--- src/rtl/dma_copy_master_pkg.sv ---
// Shared definitions for the word-copy DMA master: FSM states, IO-region decode, word stride.
package dma_copy_master_pkg;

    typedef enum logic [1:0] {
        ST_IDLE  = 2'd0,
        ST_READ  = 2'd1,
        ST_WRITE = 2'd2,
        ST_DONE  = 2'd3
    } dma_state_e;

    localparam logic [3:0]  IO_REGION  = 4'h4;
    localparam logic [31:0] WORD_BYTES = 32'd4;
    localparam logic [31:0] WORD_MASK  = 32'hFFFF_FFFC;

    // Peripheral space is selected by the top address nibble only.
    function automatic logic is_io(input logic [3:0] top_nibble);
        return top_nibble == IO_REGION;
    endfunction

endpackage

--- src/rtl/dma_copy_master.sv ---
// Word-copy bus initiator: moves len 32-bit words from src_addr to dst_addr through the shared
// data-memory port, one read and one write per word, stalling whenever the arbiter withholds gnt.
module dma_copy_master
    import dma_copy_master_pkg::*;
#(
    parameter int unsigned LEN_W = 8
) (
    input  logic             clk,
    input  logic             reset,
    input  logic             start,
    input  logic [31:0]      src_addr,
    input  logic [31:0]      dst_addr,
    input  logic [LEN_W-1:0] len,
    output logic             busy,
    output logic             done,
    output logic             err,
    output logic             bus_req,
    input  logic             bus_gnt,
    output logic             mem_rd,
    output logic             mem_wr,
    output logic [31:0]      mem_addr,
    output logic [31:0]      mem_wdata,
    input  logic [31:0]      mem_rdata
);

    dma_state_e       state_q, state_d;
    logic [31:0]      src_q, src_d;
    logic [31:0]      dst_q, dst_d;
    logic [LEN_W-1:0] cnt_q, cnt_d;
    logic [31:0]      buf_q, buf_d;
    logic             err_q, err_d;

    always_ff @(posedge clk or posedge reset) begin
        if (reset) begin
            state_q <= ST_IDLE;
            src_q   <= '0;
            dst_q   <= '0;
            cnt_q   <= '0;
            buf_q   <= '0;
            err_q   <= 1'b0;
        end else begin
            state_q <= state_d;
            src_q   <= src_d;
            dst_q   <= dst_d;
            cnt_q   <= cnt_d;
            buf_q   <= buf_d;
            err_q   <= err_d;
        end
    end

    assign err = err_q;

    always_comb begin
        state_d   = state_q;
        src_d     = src_q;
        dst_d     = dst_q;
        cnt_d     = cnt_q;
        buf_d     = buf_q;
        err_d     = err_q;
        busy      = 1'b0;
        done      = 1'b0;
        bus_req   = 1'b0;
        mem_rd    = 1'b0;
        mem_wr    = 1'b0;
        mem_addr  = '0;
        mem_wdata = '0;

        unique case (state_q)
            ST_IDLE: begin
                if (start) begin
                    src_d   = src_addr & WORD_MASK;
                    dst_d   = dst_addr & WORD_MASK;
                    cnt_d   = len;
                    err_d   = 1'b0;
                    state_d = (len == '0) ? ST_DONE : ST_READ;
                end
            end
            ST_READ: begin
                busy     = 1'b1;
                bus_req  = 1'b1;
                mem_addr = src_q;
                // Both pointers are vetted before the read so no strobe ever reaches peripherals.
                if (is_io(src_q[31:28]) || is_io(dst_q[31:28])) begin
                    err_d   = 1'b1;
                    state_d = ST_DONE;
                end else if (bus_gnt) begin
                    mem_rd  = 1'b1;
                    buf_d   = mem_rdata;
                    state_d = ST_WRITE;
                end
            end
            ST_WRITE: begin
                busy      = 1'b1;
                bus_req   = 1'b1;
                mem_addr  = dst_q;
                mem_wdata = buf_q;
                if (bus_gnt) begin
                    mem_wr  = 1'b1;
                    src_d   = src_q + WORD_BYTES;
                    dst_d   = dst_q + WORD_BYTES;
                    cnt_d   = cnt_q - LEN_W'(1);
                    state_d = (cnt_q == LEN_W'(1)) ? ST_DONE : ST_READ;
                end
            end
            ST_DONE: begin
                done    = 1'b1;
                state_d = ST_IDLE;
            end
            default: state_d = ST_IDLE;
        endcase
    end

endmodule

--- config.mk ---
export PLATFORM = sky130hd
export DESIGN_NAME = dma_copy_master
export DESIGN_NICKNAME = d
export VERILOG_FILES = /design/src/rtl/dma_copy_master_pkg.sv /design/src/rtl/dma_copy_master.sv
export SDC_FILE = /design/constraint.sdc
export NUM_CORES = 1
export LEC_CHECK = 0
export BUFFER_PORTS_ARGS = -buffer_cell sky130_fd_sc_hd__buf_2
export CAP_MARGIN = 30
export CORE_MARGIN = 10
export CORE_UTILIZATION = 40
export CTS_CLUSTER_DIAMETER = 60
export DETAILED_ROUTE_END_ITERATION = 10
export GPL_TIMING_DRIVEN = 0
export PLACE_DENSITY = 0.64
export SLEW_MARGIN = 40
export SYNTH_ARGS = -nofsm -noshare
export SYNTH_HDL_FRONTEND = slang
export SYNTH_SLANG_ARGS = --single-unit
--- constraint.sdc ---
create_clock -name clk -period 3.2 [get_ports clk]
set_input_delay 0.16 -clock clk [delete_from_list [all_inputs] [get_ports clk]]
set_output_delay 0.16 -clock clk [all_outputs]
set_load 0.05 [all_outputs]
==> impl_metrics.ini <==
[timing]
rsz0062_at_grt = false
setup_ws_ns = 0.139
slew-limit-headroom = 0.473
hold_violations = 0
worst_slew_pin_slew_ns = 0.791
finalSetupViolCount = 0
fin_crit_ns = 3.06
setup_tns_ns = 0
fmax_ghz = 0.327
slew_viol_final = 0
min_period_over_period = 0.956
skew_ns = 0.0125

[floorplan]
rows = 46
dieHeight_um = 147
die-area_um2 = 21500
die_w_um = 147
core_um2 = 15800
ioPinCount = 178
initial_core_util = 0.406

[worst_setup_path]
crit_path_start = state_q[0]$_DFFE_PP0P_
critPathSlowestCell = dfrtp_1
path_cells = inv_1 -> ha_1 -> clkbuf_1 -> clkbuf_2 -> clkbuf_2 -> nand2_1 -> a21boi_0 -> buf_2
critPathLaunchType = register
timing.critical_path.required_ns = 3.04
cp_common_cell = clkbuf_2
crit_path_max_fanout = 10
cpLargestDelayFamily = buffers and inverters
crit_path_end_kind = primary output
path_class = register to primary output
slowest_delay_ns = 0.42
critPathBufInv = 5
r2r-start = state_q[0]$_DFFE_PP0P_
crit_arrival_ns = 2.90

[clock_tree]
cts.sinks = 103
cts_setup_buffers = 0
cts_tree = built
clockBufferDepth = 2
cts_buffers = 9
clock_latency_ns = 0.37
clock-root-buffer = clkbuf_16
htree_levels = 3
path_clk_slew_ns = 0.08

[layout]
fillers = 1578
drive_above_1_share = 0.270
nNetsFinal = 1047
syn_to_final_growth_pct = 24.0

[grt]
grt_usage = 0.237
grt_pass1_vias = 6923
grt_pass1_wl_um = 40500
grt-ovfl-total = 0
antenna_found_initial = 6
grt_max_degree = 65

[routing]
via_count = 6821
drc_errors = 0
vias_per_cell = 5.92
routed_wl_um = 26000
antenna_left = 0
drt_iter0_markers = 696
wl_per_cell_um = 22.6
firstDrtPassIters = 6

[min_path]
min_from = mem_rdata[26]
hold_path.class = primary input to register

[power]
clock_power_share = 0.125
p_leak_nw = 3.43
combPwrFrac = 0.586
ir_drop_uv = 538
p_seq_frac = 0.289
internal_power_mw = 4.34
p_sw_mw = 5.18
powerDensity_nw_per_um2 = 1190
sw_frac_of_total = 0.544

[logic_synthesis]
ys_seq_area_frac = 0.401
yosys_warnings = 0
synth_cell_types = 60
synthFlopType = dfrtp_1
synth_edf_count = 0
yosys_register_bits = 103
syn_area_per_cell_um2 = 8.66
postSynthCellCount = 742
synth_area_um2 = 6420
async_flop_share = 1.00
ys_top_cells_by_area = dfrtp_1, mux2_2, a21oi_1, nand2_1, and2_1
synth_top_area_share = 0.401
yosysTopAreaCell = dfrtp_1

[placed_design]
place_hpwl_um = 19200
place.gp.congestion = 1.00
portBuffers = 171
dpl_worst_slack_ns = 0.0881

[run_status]
status = finished clean

[run]
cap_violations = 0
-- cells by family after synthesis --
| kind of cell | synth area share |
|---|---|
| other | 0.000584 |
| adder cells (fa/ha/maj) | 0.0175 |
| AND/OR/NAND/NOR | 0.222 |
| buffers and inverters | 0.0444 |
| flip-flops | 0.401 |
| AO/OA/AOI/OAI | 0.238 |
| multiplexers | 0.0767 |
-- power groups by stage --
stage               Combinational, mW  Sequential [mW]  Clock [mW]
global route                     6.00             2.85        1.24
global placement                 5.44             2.71           0
floorplan                        4.02             2.50           0
CTS                              5.52             2.71        1.20
detailed placement               5.50             2.73           0
finish                           5.57             2.75        1.19
-- sequential cells by signal, summed over array words and instances, names as in the netlist --
| name | flops |
|---|---|
| buf_q | 32 |
| cnt_q | 8 |
| dst_q | 30 |
| err | 1 |
| src_q | 30 |
| state_q | 2 |
-- layer usage --
layer	track usage	part of all wire	routed length (µm)	up-vias
met2	0.366	0.45	11700	405
met5	0	0.0024	62	-
met3	0.0952	0.12	3240	54
li1	-	-	-	3129
met1	0.297	0.40	10400	3223
met4	0.0701	0.020	512	10
-- timing repair --
item                       4_1_cts  5_1_grt
hold buffers                     4        0
setup endpoints to repair       36       67
hold endpoints to repair        42        0
gates resized for setup          5       10
-- through the flow --
step | utilization | area (µm²) | power (mW) | instances | hold WS (ns)
3_3_place_gp | 0.477 | 7550 | 8.15 | 1130 | 0.391
6_report | 0.503 | 7960 | 9.51 | 1152 | 0.00984
4_1_cts | 0.503 | 7950 | 9.43 | 1151 | 0.00112
3_5_place_dp | 0.480 | 7600 | 8.23 | 1131 | 0.164
2_1_floorplan | - | 6430 | 6.52 | 743 | 0.306
5_1_grt | 0.503 | 7960 | 10.1 | 1151 | 0.0105
-- cells in the final DEF, fill, tap and decap left out, types with 9 or more instances in the layout --
cell type,netlist,layout
nand4_1,23,23
mux2i_1,11,11
buf_2,2,175
dfrtp_1,103,103
a21boi_0,15,15
a2bb2oi_1,20,20
clkbuf_2,1,9
a21oi_1,70,70
nor2b_1,16,16
clkbuf_16,0,9
nor2_1,37,37
nand3_1,39,39
o21ai_0,39,39
mux2_2,34,34
nor3_1,9,9
a22oi_1,16,16
nand2_1,75,75
inv_1,12,11
ha_1,9,9
and2_1,37,37
o22ai_1,35,35
clkbuf_1,52,44
-- area by class of cell --
class | count | area (µm²) | share of cell area
Clock buffer | 9 | 225 | 0.0283
Tap cell | 216 | 270 | 0.0339
Multi-Input combinational cell | 568 | 3570 | 0.449
Sequential cell | 103 | 2580 | 0.324
Inverter | 12 | 52.6 | 0.00660
Clock inverter | 7 | 83.8 | 0.0105
Timing Repair Buffer | 176 | 923 | 0.116
Antenna cell | 1 | 2.50 | 0.000314
Buffer | 60 | 253 | 0.0317
-- cell usage after synthesis (5+ instances only) --
master     instances
o221a_2            5
o22ai_1           35
or4_1              5
a2bb2oi_1         20
nand3_1           39
nor2_1            37
mux2i_1           11
ha_1               9
mux2_2            34
a22oi_1           16
a21oi_1           70
clkbuf_1          52
nor3_1             9
nor4_1             8
inv_1             12
o21ai_0           39
a21boi_0          15
nand4_1           23
nand2_1           75
and3_1             7
and2_1            37
dfrtp_1          103
nor2b_1           16
-- final timing paths --
path                                               to  slack [ns]  cells past startpoint
worst max-delay path                     mem_addr[25]        0.14                      8
worst min-delay path            buf_q[26]$_DFFE_PP0P_        0.01                      2
worst max register to register   cnt_q[4]$_DFFE_PP0P_        0.16                      9
worst min register to register   buf_q[7]$_DFFE_PP0P_        0.50                      1
max in group asynchronous             err$_DFFE_PP0P_        2.26                      4
min in group asynchronous       buf_q[23]$_DFFE_PP0P_        0.30                      3
(Power assumes the default switching activity.)
